$ cat src/rtl/fp_sign_pkg.sv
// rtl/fp_sign_pkg.sv - shared types, default widths and operand classification for the sign unit
package fp_sign_pkg;

   typedef enum logic [1:0] {
      MODE_PASS = 2'b00,
      MODE_NEG  = 2'b01,
      MODE_ABS  = 2'b10,
      MODE_NABS = 2'b11
   } mode_e;

   localparam int DEF_EXP_W  = 8;
   localparam int DEF_FRAC_W = 23;

   // Fields arrive zero-extended to 64 bits; exp_w says how many exponent bits are real.
   function automatic logic is_nan(input logic [63:0] e, input logic [63:0] f,
                                   input int unsigned exp_w);
      logic [63:0] ones;
      ones = (64'd1 << exp_w) - 64'd1;
      return (e == ones) && (f != 64'd0);
   endfunction

   function automatic logic is_zero(input logic [63:0] e, input logic [63:0] f);
      return (e == 64'd0) && (f == 64'd0);
   endfunction

endpackage

$ cat src/rtl/fp_sign_unit_if.sv
// rtl/fp_sign_unit_if.sv - operand/result handshake bundle between dispatch, sign unit and writeback
interface fp_sign_unit_if #(
   parameter int DATA_W = 32,
   parameter int ADDR_W = 4
) ();
   logic              flush;
   logic              in_valid;
   logic              in_ready;
   logic [DATA_W-1:0] in_value;
   logic [1:0]        in_mode;
   logic [ADDR_W-1:0] in_dest_addr;
   logic              out_valid;
   logic              out_ready;
   logic [DATA_W-1:0] out_value;
   logic [ADDR_W-1:0] out_dest_addr;
   logic              out_nan;
   logic              out_zero;
   logic              busy;

   modport master (
      output flush, in_valid, in_value, in_mode, in_dest_addr, out_ready,
      input  in_ready, out_valid, out_value, out_dest_addr, out_nan, out_zero, busy
   );

   modport slave (
      input  flush, in_valid, in_value, in_mode, in_dest_addr, out_ready,
      output in_ready, out_valid, out_value, out_dest_addr, out_nan, out_zero, busy
   );
endinterface

$ cat src/rtl/fp_sign_stage.sv
// rtl/fp_sign_stage.sv - one valid/ready register slot carrying value, tag and operand flags
module fp_sign_stage #(
   parameter int DATA_W = 32,
   parameter int ADDR_W = 4
) (
   input  logic              clk,
   input  logic              nRst,
   input  logic              flush,
   input  logic              i_valid,
   input  logic              i_ready,
   input  logic [DATA_W-1:0] i_value,
   input  logic [ADDR_W-1:0] i_addr,
   input  logic              i_nan,
   input  logic              i_zero,
   output logic              o_valid,
   output logic [DATA_W-1:0] o_value,
   output logic [ADDR_W-1:0] o_addr,
   output logic              o_nan,
   output logic              o_zero
);
   logic              r_valid;
   logic [DATA_W-1:0] r_value;
   logic [ADDR_W-1:0] r_addr;
   logic              r_nan;
   logic              r_zero;

   // Payload only moves when a real operation advances in, so a stalled slot stays bit-exact.
   always_ff @(posedge clk or negedge nRst) begin
      if (!nRst) begin
         r_valid <= 1'b0;
         r_value <= '0;
         r_addr  <= '0;
         r_nan   <= 1'b0;
         r_zero  <= 1'b0;
      end else if (flush) begin
         r_valid <= 1'b0;
      end else if (i_ready) begin
         r_valid <= i_valid;
         if (i_valid) begin
            r_value <= i_value;
            r_addr  <= i_addr;
            r_nan   <= i_nan;
            r_zero  <= i_zero;
         end
      end
   end

   assign o_valid = r_valid;
   assign o_value = r_value;
   assign o_addr  = r_addr;
   assign o_nan   = r_nan;
   assign o_zero  = r_zero;
endmodule

$ cat src/rtl/fp_sign_unit.sv
// rtl/fp_sign_unit.sv - pipelined pass/neg/abs/nabs sign unit with backpressure, flush and NaN/zero flags
module fp_sign_unit
   import fp_sign_pkg::*;
#(
   parameter int EXP_W        = DEF_EXP_W,
   parameter int FRAC_W       = DEF_FRAC_W,
   parameter int ADDR_W       = 4,
   parameter int STAGES       = 2,
   parameter bit NAN_PRESERVE = 1'b1
) (
   input  logic          clk,
   input  logic          nRst,
   fp_sign_unit_if.slave bus
);
   localparam int DATA_W = 1 + EXP_W + FRAC_W;

   generate
      if (STAGES < 1 || STAGES > 4) begin : g_bad_stages
         $error("fp_sign_unit: STAGES must be within 1..4");
      end
   endgenerate

   logic              w_sign;
   logic              w_res_sign;
   logic [EXP_W-1:0]  w_exp;
   logic [FRAC_W-1:0] w_frac;
   logic              w_nan;
   logic              w_zero;
   mode_e             w_mode;

   assign {w_sign, w_exp, w_frac} = bus.in_value;
   assign w_mode = mode_e'(bus.in_mode);
   assign w_nan  = is_nan(64'(w_exp), 64'(w_frac), EXP_W);
   assign w_zero = is_zero(64'(w_exp), 64'(w_frac));

   always_comb begin
      w_res_sign = w_sign;
      case (w_mode)
         MODE_NEG:  w_res_sign = ~w_sign;
         MODE_ABS:  w_res_sign = 1'b0;
         MODE_NABS: w_res_sign = 1'b1;
         default:   w_res_sign = w_sign;
      endcase
      if (NAN_PRESERVE && w_nan) w_res_sign = w_sign;
   end

   // Index 0 is the computed input side; index k+1 is the output of stage k.
   logic [STAGES:0]             w_v;
   logic [STAGES:0][DATA_W-1:0] w_value;
   logic [STAGES:0][ADDR_W-1:0] w_addr;
   logic [STAGES:0]             w_nan_p;
   logic [STAGES:0]             w_zero_p;
   logic [STAGES-1:0]           w_ready;
   logic                        w_rdy_acc;

   assign w_v[0]      = bus.in_valid & ~bus.flush;
   assign w_value[0]  = {w_res_sign, w_exp, w_frac};
   assign w_addr[0]   = bus.in_dest_addr;
   assign w_nan_p[0]  = w_nan;
   assign w_zero_p[0] = w_zero;

   // Ready ripples back from the consumer; a stage is free if empty or its successor moves.
   always_comb begin
      w_rdy_acc = bus.out_ready;
      w_ready   = '0;
      for (int k = STAGES - 1; k >= 0; k--) begin
         w_rdy_acc  = ~w_v[k+1] | w_rdy_acc;
         w_ready[k] = w_rdy_acc;
      end
   end

   for (genvar k = 0; k < STAGES; k++) begin : g_stage
      fp_sign_stage #(
         .DATA_W (DATA_W),
         .ADDR_W (ADDR_W)
      ) u_stage (
         .clk     (clk),
         .nRst    (nRst),
         .flush   (bus.flush),
         .i_valid (w_v[k]),
         .i_ready (w_ready[k]),
         .i_value (w_value[k]),
         .i_addr  (w_addr[k]),
         .i_nan   (w_nan_p[k]),
         .i_zero  (w_zero_p[k]),
         .o_valid (w_v[k+1]),
         .o_value (w_value[k+1]),
         .o_addr  (w_addr[k+1]),
         .o_nan   (w_nan_p[k+1]),
         .o_zero  (w_zero_p[k+1])
      );
   end

   assign bus.in_ready      = w_ready[0] & ~bus.flush;
   assign bus.out_valid     = w_v[STAGES];
   assign bus.out_value     = w_value[STAGES];
   assign bus.out_dest_addr = w_addr[STAGES];
   assign bus.out_nan       = w_nan_p[STAGES];
   assign bus.out_zero      = w_zero_p[STAGES];
   assign bus.busy          = |w_v[STAGES:1];
endmodule
$ cat src/flat_wrapper.sv
// flat-port wrapper written by rule: the top's interface ports become plain ports
module fp_sign_unit_flat import fp_sign_pkg::*;
#(
   parameter int EXP_W        = DEF_EXP_W,
   parameter int FRAC_W       = DEF_FRAC_W,
   parameter int ADDR_W       = 4,
   parameter int STAGES       = 2,
   parameter bit NAN_PRESERVE = 1'b1
)
  (clk, nRst, bus_flush, bus_in_valid, bus_in_value, bus_in_mode, bus_in_dest_addr, bus_out_ready, bus_in_ready, bus_out_valid, bus_out_value, bus_out_dest_addr, bus_out_nan, bus_out_zero, bus_busy);
  fp_sign_unit_if #(.ADDR_W(ADDR_W)) bus_i ();
  input  logic clk;
  input  logic nRst;
  input wire logic [$bits(bus_i.flush)-1:0] bus_flush;
  input wire logic [$bits(bus_i.in_valid)-1:0] bus_in_valid;
  input wire logic [$bits(bus_i.in_value)-1:0] bus_in_value;
  input wire logic [$bits(bus_i.in_mode)-1:0] bus_in_mode;
  input wire logic [$bits(bus_i.in_dest_addr)-1:0] bus_in_dest_addr;
  input wire logic [$bits(bus_i.out_ready)-1:0] bus_out_ready;
  output wire logic [$bits(bus_i.in_ready)-1:0] bus_in_ready;
  output wire logic [$bits(bus_i.out_valid)-1:0] bus_out_valid;
  output wire logic [$bits(bus_i.out_value)-1:0] bus_out_value;
  output wire logic [$bits(bus_i.out_dest_addr)-1:0] bus_out_dest_addr;
  output wire logic [$bits(bus_i.out_nan)-1:0] bus_out_nan;
  output wire logic [$bits(bus_i.out_zero)-1:0] bus_out_zero;
  output wire logic [$bits(bus_i.busy)-1:0] bus_busy;
  assign bus_i.flush = bus_flush;
  assign bus_i.in_valid = bus_in_valid;
  assign bus_i.in_value = bus_in_value;
  assign bus_i.in_mode = bus_in_mode;
  assign bus_i.in_dest_addr = bus_in_dest_addr;
  assign bus_i.out_ready = bus_out_ready;
  assign bus_in_ready = bus_i.in_ready;
  assign bus_out_valid = bus_i.out_valid;
  assign bus_out_value = bus_i.out_value;
  assign bus_out_dest_addr = bus_i.out_dest_addr;
  assign bus_out_nan = bus_i.out_nan;
  assign bus_out_zero = bus_i.out_zero;
  assign bus_busy = bus_i.busy;
  fp_sign_unit #(.EXP_W(EXP_W), .FRAC_W(FRAC_W), .ADDR_W(ADDR_W), .STAGES(STAGES), .NAN_PRESERVE(NAN_PRESERVE)) u_core (.clk(clk), .nRst(nRst), .bus(bus_i));
endmodule
$ cat config.mk
export PLATFORM = sky130hd
export DESIGN_NAME = fp_sign_unit_flat
export DESIGN_NICKNAME = d
export VERILOG_FILES = /design/src/rtl/fp_sign_pkg.sv /design/src/rtl/fp_sign_unit_if.sv /design/src/rtl/fp_sign_stage.sv /design/src/rtl/fp_sign_unit.sv /design/src/flat_wrapper.sv
export SDC_FILE = /design/constraint.sdc
export NUM_CORES = 1
export LEC_CHECK = 0
export ABC_AREA = 1
export CORE_MARGIN = 5
export CORE_UTILIZATION = 49
export CTS_CLUSTER_DIAMETER = 50
export DETAILED_ROUTE_END_ITERATION = 10
export PLACE_DENSITY = 0.79
export SYNTH_ARGS = -nofsm -noshare
export SYNTH_HDL_FRONTEND = slang
export SYNTH_HIERARCHICAL = 1
export SYNTH_SLANG_ARGS = --single-unit
export TNS_END_PERCENT = 5
$ cat constraint.sdc
create_clock -name clk -period 1.7 [get_ports clk]
set_input_delay 0.425 -clock clk [delete_from_list [all_inputs] [get_ports clk]]
set_output_delay 0.425 -clock clk [all_outputs]
set_load 0.05 [all_outputs]
# Word level (Yosys, flattened, before mapping)

Cells that the tools add are included.
Widths: inputs -> output; s select.

Bits of input ports: 43
Output and inout bits: 41
Register bits after elaboration: 78

Reduce and logical (&&, ||, !) cells: 10
Eq/ne operators: 4
Muxes and demuxes: 6
Bitwise gates (word level): 8

Operators by type and width:

| kind               | count |
|---|---|
| $logic_not 23->1   | 1 |
| $reduce_bool 23->1 | 1 |
| $eq 8x8->1 const B | 1 |
| $logic_not 8->1    | 1 |
| $reduce_and 3->1   | 2 |
| $mux 1             | 5 |
| $eq 2x2->1 const B | 2 |
| $not 1->1          | 4 |
| $reduce_bool 2->1  | 2 |
| $pmux 1 s3         | 1 |
| $and 1x1->1        | 2 |
| $eq 2x1->1 const B | 1 |
| $logic_and 1x1->1  | 2 |
| $or 1x1->1         | 2 |
| $reduce_or 2->1    | 1 |

# Longest topological paths before layout

Gate-level depths: netlist (run 1).

Depth after elaboration: 5
Depth in mapped cells: 9

# Cells and area by module

Netlist (run 1), hierarchy kept.

By module, submodules not included:

| module        | cells each | area an instance (um^2) | instances |
|---|---|---|---|
| fp_sign_stage | 174        | 1,595.3                 | 2 |
| fp_sign_unit  | 46         | 227.7                   | 1 |

# Worst setup path before layout (run 1)

Ideal clock, no wire load.

Kind: register -> output
Start point: register u_core.g_stage[1].u_stage.r_valid
End point: output port bus_in_ready
Path slack: 0.108 ns
Data required time: 1.275 ns
Arrival: 1.167 ns
Stages on the path, launching flop included: 4
Path through: dfrtp_1 -> nand3_1 -> nand2_1 -> inv_1

Cells in the longest elaborated chain, start to end: 4

RTL lines:

| what                       | RTL line            | source |
|---|---|---|
| start: declaration         | fp_sign_stage.sv:21 | `logic r_valid;` |
| start signal: assignment   | fp_sign_stage.sv:38 | `r_valid <= i_valid;` |
| $not 1->1                  | fp_sign_unit.sv:67  | `w_rdy_acc = ~w_v[k+1] \| w_rdy_acc;` |
| $or 1x1->1 (2 in a row)    | fp_sign_unit.sv:67  |  |
| named net u_core.w_rdy_acc | fp_sign_unit.sv:54  | `logic w_rdy_acc;` |
| $and 1x1->1                | fp_sign_unit.sv:94  | `assign bus.in_ready = w_ready[0] & ~bus.flush;` |
| end: declaration           | flat_wrapper.sv:20  | `output wire logic [$bits(bus_i.in_ready)-1:0] bus_in_ready;` |

The timed path passes the listed nets, and every way through them passes these cells.

# Worst setup path after layout (run 1)

Start point: register u_core.g_stage[0].u_stage.r_valid
End point: output port bus_busy

Cells in the longest elaborated chain, start to end: 1

RTL lines:

| what                     | RTL line            | source |
|---|---|---|
| start: declaration       | fp_sign_stage.sv:21 |  |
| start signal: assignment | fp_sign_stage.sv:38 |  |
| $reduce_or 2->1          | fp_sign_unit.sv:100 | `assign bus.busy = \|w_v[STAGES:1];` |
| end: declaration         | flat_wrapper.sv:26  | `output wire logic [$bits(bus_i.busy)-1:0] bus_busy;` |

Every way passes these cells.

==> results.cfg, run 1 <==
[route]
vias_per_cell = 5.19
vias = 3025
drt_iter0_drc = 149
routed_wl_mm = 8.28
ant_nets = 0
drc_errors = 0
topRoutingLayerUsed = met4
first_pass_iters = 4
wl_met3_microns = 439
met1Wirelength_mm = 3.39
wl_per_cell_microns = 14.2
wl_met2_mm = 4.33

[floorplanning]
rows = 30
die_h_microns = 93.5
core_sq_um = 6790
die_area_sq_um = 8750
start_util_pct = 50.3
chipWidth_microns = 93.5
io_pins = 84

[synthesis]
yosys-top-cells-area = dfrtp_1, nand2_1, nand4_1
yosys.area.top_type = dfrtp_1
avgSynthCellArea_sq_um = 8.68
synth_top_flop_cell = dfrtp_1
ys_seq_area_share_pct = 57.1
yosys.area.top_type_share_pct = 57.1
yosysWarnings = 6
ys_top_cells_by_count = nand2_1, dfrtp_1, nand4_1, buf_2, nor2_1
syn-num-nets = 437
synth_edf_count = 0
synth_cell_types = 16
ys_ff_latch = 78
netlist_instances = 394
async_flop_share_pct = 100
syn-cell-area_sq_um = 3420
yosysMostFrequentCell = nand2_1

[place]
port-buffer-count = 83
dpl.hpwl_mm = 5.82
gp_congestion = 0.776
detailedPlace.worstSlack_ps = -155
dpl.cell_count = 564

[sta]
drv_slew = 0
period_share_pct = 96.7
maxSlewHeadroom_pct = 73.3
setup_slack_ps = 55.4
clock_skew_ps = 9.17
tightest_slew_ps = 400
finalHoldViolCount = 0
period_needed_ps = 1640
rsz0062_at_grt = no
final.setup.tns_ps = 0
final-setup-viol-count = 0
max_freq_mhz = 608

[clock_network]
htreeDepth = 3
cts_hold_buf = 0
root_buffer = clkbuf_8
cts_max_path_buffers = 2
cts_tree = built
cts_buffers = 9
cts.sinks = 78
clk_pin_slew_ps = 80
clk_latency_ps = 350

[grt]
overflow = 0
grt_first_pass_wirelength_mm = 13.9
antenna_found_initial = 0
grt_max_degree = 79
grt_pass1_vias = 3001
track_usage_pct = 20.3

[power]
powerDensity_nw_per_um2 = 1220
p_seq_share_pct = 41.9
worst_ir_drop_vdd_uv = 609
combPwrFrac_pct = 28.8
p_switching_mw = 1.96
p_leak_nw = 2.40
p_clk_share_pct = 29.3
p_sw_share_pct = 34.7
power.internal_mw = 3.70
total_power_mw = 5.66

[min_path]
min_path_type = in -> async

[setup_path]
criticalPathCategory = reg -> out
worst_setup_path_end_kind = output pin
start_kind = flop
crit_fanout = 4
cp.arrival_ps = 1220
critical_path_required_ps = 1270

[layout]
layoutNonFillerInstCount = 583
fin_util_pct = 68.1
antennaDiodeCount = 0
drive_gt1_share_pct = 19.3
final_nets = 525
area_delta_synth_final_pct = 35.3

[job]
maxCapViolCount = 0

[outcome]
status = finished, final reports clean
## layer usage
layer	track usage (%)	vias to the layer above
met4	7.94	0
met3	3.70	10
met1	24.2	1439
li1	-	1494
met2	36.0	82
met5	0	-
## flip-flops by register name, indices dropped and copies added (netlist names)
register and cells:
u_core/g_stage.u_stage/o_addr 8, u_core/g_stage.u_stage/o_nan 2, u_core/g_stage.u_stage/o_valid 2, u_core/g_stage.u_stage/o_value 64
u_core/g_stage.u_stage/o_zero 2
## cells in the final DEF, fill, tap and decap left out, drive strengths merged
cell and instances:
dlygate4sd2 2, bufinv 3, xnor2 1, nand4 78, nor4 2, inv 10
clkdlybuf4s50 39, clkbuf 9, dfrtp 78, nand3 5, nor2 19, buf 68
nand2 169, or2 1, clkinv 2, clkinvlp 1
## cell type report
class                      instances  area (sq um)
tap                               96           120
clock inverter                     7           120
multi-input combinational        275          1290
sequential                        78          1950
inverter                           9          33.8
clock buffer                       9           124
fill                             566          2170
timing repair buffer             109           985
## cells by family after synthesis
logic type | count (synthesis) | synth area share [%]
XOR/XNOR | 1 | 0.805
buffers and inverters | 41 | 5.45
flip-flops | 78 | 57.1
AND/OR/NAND/NOR | 274 | 36.6
## power by group through the flow
| stage | sequential (mW) | clock [mW] | combinational, mW |
|---|---|---|---|
| 2_1_floorplan | 3.04 | 0 | 0.355 |
| 3_3_place_gp | 2.39 | 0 | 1.62 |
| 3_5_place_dp | 2.40 | 0 | 1.65 |
| 4_1_cts | 2.37 | 1.69 | 1.65 |
| 5_1_grt | 2.41 | 1.76 | 1.75 |
| 6_report | 2.37 | 1.66 | 1.63 |
## repair_timing
action	in CTS	in global routing
endpoints found under the setup margin	1	1
buffers inserted	1	2
resized for setup	6	0
## through the flow
| stage | instance area, sq um | hold slack [ps] |
|---|---|---|
| after global routing | 4620 | 121 |
| final | 4620 | 87.5 |
| after CTS | 4610 | 106 |
| after floorplan | 3420 | 129 |
| after global placement | 4350 | 453 |
| after detailed placement | 4350 | 458 |
## worst paths after layout
kind | from | endpoint | slack (ps) | cells after the start
max | u_core/g_stage[0].u_stage/o_valid | bus_busy | 60 | 2
min | nRst | u_core/g_stage[1].u_stage/o_addr[3] | 90 | 2
max reg2reg | u_core/g_stage[1].u_stage/o_valid | u_core/g_stage[0].u_stage/o_value[15] | 400 | 5
min reg2reg | u_core/g_stage[1].u_stage/o_value[15] | u_core/g_stage[1].u_stage/o_value[15] | 470 | 2
max in group asynchronous | nRst | u_core/g_stage[0].u_stage/o_valid | 1290 | 2
min in group clk | u_core/g_stage[1].u_stage/o_value[15] | u_core/g_stage[1].u_stage/o_value[15] | 470 | 2
## worst max-delay path, stage by stage (launching register included)
cell and delay, ps:
dfrtp_2 440, or2_1 280, buf_12 160
Power figures use the tool's default switching activity.
==> run 2, diff against run 1 <==
==> constraint.sdc (replaced) <==
create_clock -name clk -period 1.6 [get_ports clk]
set_input_delay 0.4 -clock clk [delete_from_list [all_inputs] [get_ports clk]]
set_output_delay 0.4 -clock clk [all_outputs]
set_load 0.05 [all_outputs]
==> run 2 against run 1 <==
Net effect:
- the run now ends with setup timing left
- non-clock buffer count rose by 2
- combinational power rose by 36%
- clock-buffer cell count rose by 3
- sequential share of layout area fell by 3.8 points
- critical path type unchanged
- highest routed layer unchanged
==> results.cfg, run 2 (synthesis gave the netlist of run 1 again) <==
[outcome]
status = finished with violations
violations = setup timing

[route]
wl_per_cell_microns = 15.2
ant_nets = 0
drc_errors = 0
vias = 3070
first_pass_iters = 4
drt_iter0_drc = 207
vias_per_cell = 5.26
routed_wl_mm = 8.90

[power]
p_switching_mw = 2.18
worst_ir_drop_vdd_uv = 673
combPwrFrac_pct = 34.8
p_sw_share_pct = 34.1
p_clk_share_pct = 23.9
power.internal_mw = 4.21
powerDensity_nw_per_um2 = 1260
p_leak_nw = 2.53
p_seq_share_pct = 41.2
total_power_mw = 6.39

[floorplanning]
chipWidth_microns = 93.5
start_util_pct = 50.3
io_pins = 84
core_sq_um = 6790
die_h_microns = 93.5
rows = 30
die_area_sq_um = 8750

[grt]
overflow = 0
grt_first_pass_wirelength_mm = 14.5
track_usage_pct = 21.4
grt_max_degree = 79
antenna_found_initial = 0
grt_pass1_vias = 3054

[sta]
max_freq_mhz = 621
tightest_slew_ps = 404
drv_slew = 0
period_needed_ps = 1610
clock_skew_ps = 4.98
final-setup-viol-count = 1
finalHoldViolCount = 0
period_share_pct = 101
rsz0062_at_grt = yes
hold_ws_ps = 66.8
setup_slack_ps = -9.71
maxSlewHeadroom_pct = 73.1

[clock_network]
cts.sinks = 78
cts_hold_buf = 0
cts_max_path_buffers = 2
cts_tree = built
clk_pin_slew_ps = 80
cts_buffers = 9
clk_latency_ps = 350
root_buffer = clkbuf_8
htreeDepth = 3

[place]
dpl.hpwl_mm = 6.17
port-buffer-count = 83
gp_congestion = 0.815

[setup_path]
criticalPathCategory = reg -> out
cpPeakStageDelay_ps = 450
rr_startpoint = u_core/g_stage[1].u_stage/o_valid
critical_path_required_ps = 1200
r2r_cells = 5
crit_fanout = 4
worst_setup_path_end_kind = output pin
start_kind = flop
timing.rr.end = u_core/g_stage[0].u_stage/o_value[4]
rrSetupSlack_ps = 270
crit_chain = or2_4, buf_12
critPathSlowestCell = dfrtp_2
cp.arrival_ps = 1210

[min_path]
min_path_type = in -> async

[layout]
multi_input_area_sq_um = 1290
area_delta_synth_final_pct = 48.5
mostFrequentLayoutCells = nand2_1, nand4_1, dfrtp_1
fin_util_pct = 74.7
seqCellArea_sq_um = 1950
antennaDiodeCount = 0
final_nets = 527
num-fill-cells = 501
largest_register_ffs = 64
final_common_cell = nand2_1
drive_gt1_share_pct = 20.1

[job]
maxCapViolCount = 0
## run 2: critical path, delay by kind of cell (launching register included)
family,cells,cell delay [ps]
buffers and inverters,1,150
flip-flops,1,450
AND/OR/NAND/NOR,1,270
## run 2: repair_timing
item / CTS / global route
endpoints found under the setup margin: 2 / 2
pin swaps: 0 / 2
buffers inserted: 4 / 0
resized for setup: 7 / 3
## run 2: worst max-delay path by stage
| stage | start | to | slack, ps | cells after the start |
|---|---|---|---|---|
| 2_1_floorplan | u_core/g_stage[1].u_stage/o_valid | bus_in_ready | 30 | 3 |
| 3_3_place_gp | bus_out_ready | bus_in_ready | -200 | 6 |
| 3_5_place_dp | bus_out_ready | bus_in_ready | -200 | 6 |
| 4_1_cts | u_core/g_stage[0].u_stage/o_valid | bus_busy | -10 | 2 |
| 5_1_grt | u_core/g_stage[1].u_stage/o_valid | bus_busy | -30 | 2 |
| 6_report | u_core/g_stage[1].u_stage/o_valid | bus_busy | -10 | 2 |
## run 2: area by class of cell
cell class / count / area share (%)
sequential: 78 / 38.5
multi-input combinational: 275 / 25.5
clock inverter: 3 / 0.838
timing repair buffer: 111 / 28.9
clock buffer: 12 / 3.25
tap: 96 / 2.37
inverter: 9 / 0.666
## run 2: power groups by stage
stage,registers (mW),logic [mW],clock network [mW]
after floorplan,3.23,0.377,0
after global placement,2.65,2.19,0
after detailed placement,2.66,2.23,0
after CTS,2.63,2.24,1.54
after global routing,2.67,2.34,1.62
final,2.63,2.22,1.53
## run 2: layer usage
| metal | vias up | track usage (%) | share of wire (%) |
|---|---|---|---|
| li1 | 1499 | - | - |
| met1 | 1455 | 25.6 | 40 |
| met2 | 104 | 37.6 | 53 |
| met3 | 12 | 2.57 | 5.6 |
| met4 | 0 | 10.6 | 2.0 |
| met5 | - | 0 | 0 |
## run 2: per-stage QoR
| step | cells | setup WS [ps] | TNS (ps) | cell area [sq um] |
|---|---|---|---|---|
| after floorplan | 394 | 32.5 | 0 | 3420 |
| after global placement | 565 | -204 | -5700 | 4820 |
| after detailed placement | 565 | -203 | -6770 | 4820 |
| after CTS | 584 | -13.5 | -13.5 | 5070 |
| after global routing | 584 | -29.8 | -32.5 | 5070 |
| final | 584 | -9.71 | -9.71 | 5070 |
==> run 3, diff against run 2 <==
--- a/config.mk
+++ b/config.mk
@@ -7,10 +7,9 @@
 export LEC_CHECK = 0
 export ABC_AREA = 1
 export CORE_MARGIN = 5
-export CORE_UTILIZATION = 49
+export CORE_UTILIZATION = 35
 export CTS_CLUSTER_DIAMETER = 50
 export DETAILED_ROUTE_END_ITERATION = 10
-export PLACE_DENSITY = 0.79
 export SYNTH_ARGS = -nofsm -noshare
 export SYNTH_HDL_FRONTEND = slang
 export SYNTH_HIERARCHICAL = 1
==> run 3 against run 2 <==
Net effect:
- the flow now finishes without violations
- die area increased by 35%
- setup slack improved by 32 ps
- power decreased by 1.6%
- register-to-register slack got worse by 80 ps
- largest cell class unchanged
- largest power group unchanged
- highest routed layer unchanged
==> results.cfg, run 3 (synthesis gave the netlist of run 1 again) <==
[power]
powerDensity_nw_per_um2 = 1210
total_power_mw = 6.28
p_switching_mw = 2.18
p_sw_share_pct = 34.7
power.internal_mw = 4.11
p_leak_nw = 2.56
worst_ir_drop_vdd_uv = 416
p_clk_share_pct = 22.9
combPwrFrac_pct = 35.5
p_seq_share_pct = 41.6

[layout]
final_nets = 533
antennaDiodeCount = 0
largest_register_ffs = 64
final_common_cell = nand2_1
mostFrequentLayoutCells = nand2_1, nand4_1, dfrtp_1
drive_gt1_share_pct = 20.6
area_delta_synth_final_pct = 51.5
layoutNonFillerInstCount = 628
fin_util_pct = 53.7

[min_path]
min_path_type = reg -> reg

[floorplanning]
die_area_sq_um = 11800
die_h_microns = 109
start_util_pct = 35.5
rows = 36
io_pins = 84
core_sq_um = 9640
chipWidth_microns = 109

[sta]
period_needed_ps = 1580
finalHoldViolCount = 0
final-setup-viol-count = 0
period_share_pct = 98.6
tightest_slew_ps = 391
maxSlewHeadroom_pct = 73.9
clock_skew_ps = 9.86
drv_slew = 0
max_freq_mhz = 634
rsz0062_at_grt = yes
hold_ws_ps = 474

[route]
drc_errors = 0
drt_iter0_drc = 101
wl_per_cell_microns = 14.2
ant_nets = 0
routed_wl_mm = 8.92
vias = 3005
vias_per_cell = 4.79
first_pass_iters = 4

[place]
dpl.hpwl_mm = 6.38
gp_congestion = 0.728
dpl.cell_count = 608
port-buffer-count = 83

[clock_network]
cts_buffers = 9
cts_max_path_buffers = 2
cts_tree = built
cts.sinks = 78
root_buffer = clkbuf_8
htreeDepth = 3
clk_latency_ps = 350
clk_pin_slew_ps = 80

[setup_path]
worst_setup_path_end_kind = output pin
rrSetupSlack_ps = 190
cp.arrival_ps = 1180
critical_path_required_ps = 1200
start_kind = flop
crit_fanout = 4
criticalPathCategory = reg -> out

[grt]
track_usage_pct = 15.9
overflow = 0
grt_pass1_vias = 2962
grt_first_pass_wirelength_mm = 14.6
grt_max_degree = 29
antenna_found_initial = 0

[outcome]
status = finished, final reports clean

[job]
maxCapViolCount = 0
==> run 3: cell types whose count changed in the layout (fill, tap and decap cells not counted), moves of 2 or more <==
cell / before / now
buf_12: 42 / 44
buf_4: 27 / 30
clkbuf_1: 0 / 2
clkbuf_8: 12 / 9
clkinv_4: 0 / 2
==> run 3: cell type report <==
class / count / area, sq um
well taps: 133 / 166
flip-flops and latches: 78 / 1950
multi-input cells: 275 / 1300
repair buffers: 117 / 1540
clock inverters: 5 / 60.1
clock buffers: 11 / 131
fillers: 931 / 4460
inverters: 9 / 33.8
==> run 3: path summary, 6_finish.rpt <==
path	from	end	cells after the start
min in group asynchronous	nRst	u_core/g_stage[1].u_stage/o_value[13]	2
worst max register to register	u_core/g_stage[0].u_stage/o_valid	u_core/g_stage[1].u_stage/o_value[13]	6
worst max-delay path	u_core/g_stage[1].u_stage/o_valid	bus_busy	2
max in group asynchronous	nRst	u_core/g_stage[1].u_stage/o_valid	3
worst min register to register	u_core/g_stage[0].u_stage/o_addr[1]	u_core/g_stage[0].u_stage/o_addr[1]	2
worst min-delay path	u_core/g_stage[0].u_stage/o_addr[1]	u_core/g_stage[0].u_stage/o_addr[1]	2
==> run 3: metrics by stage <==
| stage | cell area, sq um | setup slack, ps | setup TNS (ps) |
|---|---|---|---|
| after floorplan | 3420 | 32.5 | 0 |
| final | 5180 | 21.9 | 0 |
| after detailed placement | 4940 | -209 | -8190 |
| after global placement | 4940 | -217 | -6430 |
| after global routing | 5180 | -28.4 | -28.4 |
| after CTS | 5170 | -9.84 | -9.84 |
==> run 3: timing repair <==
item / CTS / global route
hold buffers: 1 / 0
setup buffers: 3 / 0
hold endpoints to repair: 24 / 0
endpoints found under the setup margin: 2 / 2
gates cloned: 0 / 0
pin swaps: 0 / 1
gates resized for setup: 7 / 1
==> run 3: metal layers <==
metal  track usage [%]  vias up  routed length [microns]
li1                  -     1513                        -
met1              20.3     1408                     3910
met2              26.6       75                     4500
met3              3.14        9                      416
met4              6.40        0                       92
met5                 0        -                        0
==> run 3: worst max-delay path, stage by stage, from the launching register on <==
cell,delay [ps]
dfrtp_2,430
or2_4,260
buf_12,150
==> run 3: power groups by stage <==
stage	clock network [mW]	registers, mW	logic, mW
after floorplan	0	3.23	0.377
after global placement	0	2.65	2.22
after detailed placement	0	2.66	2.25
after CTS	1.48	2.62	2.26
after global routing	1.57	2.67	2.36
final	1.44	2.62	2.23
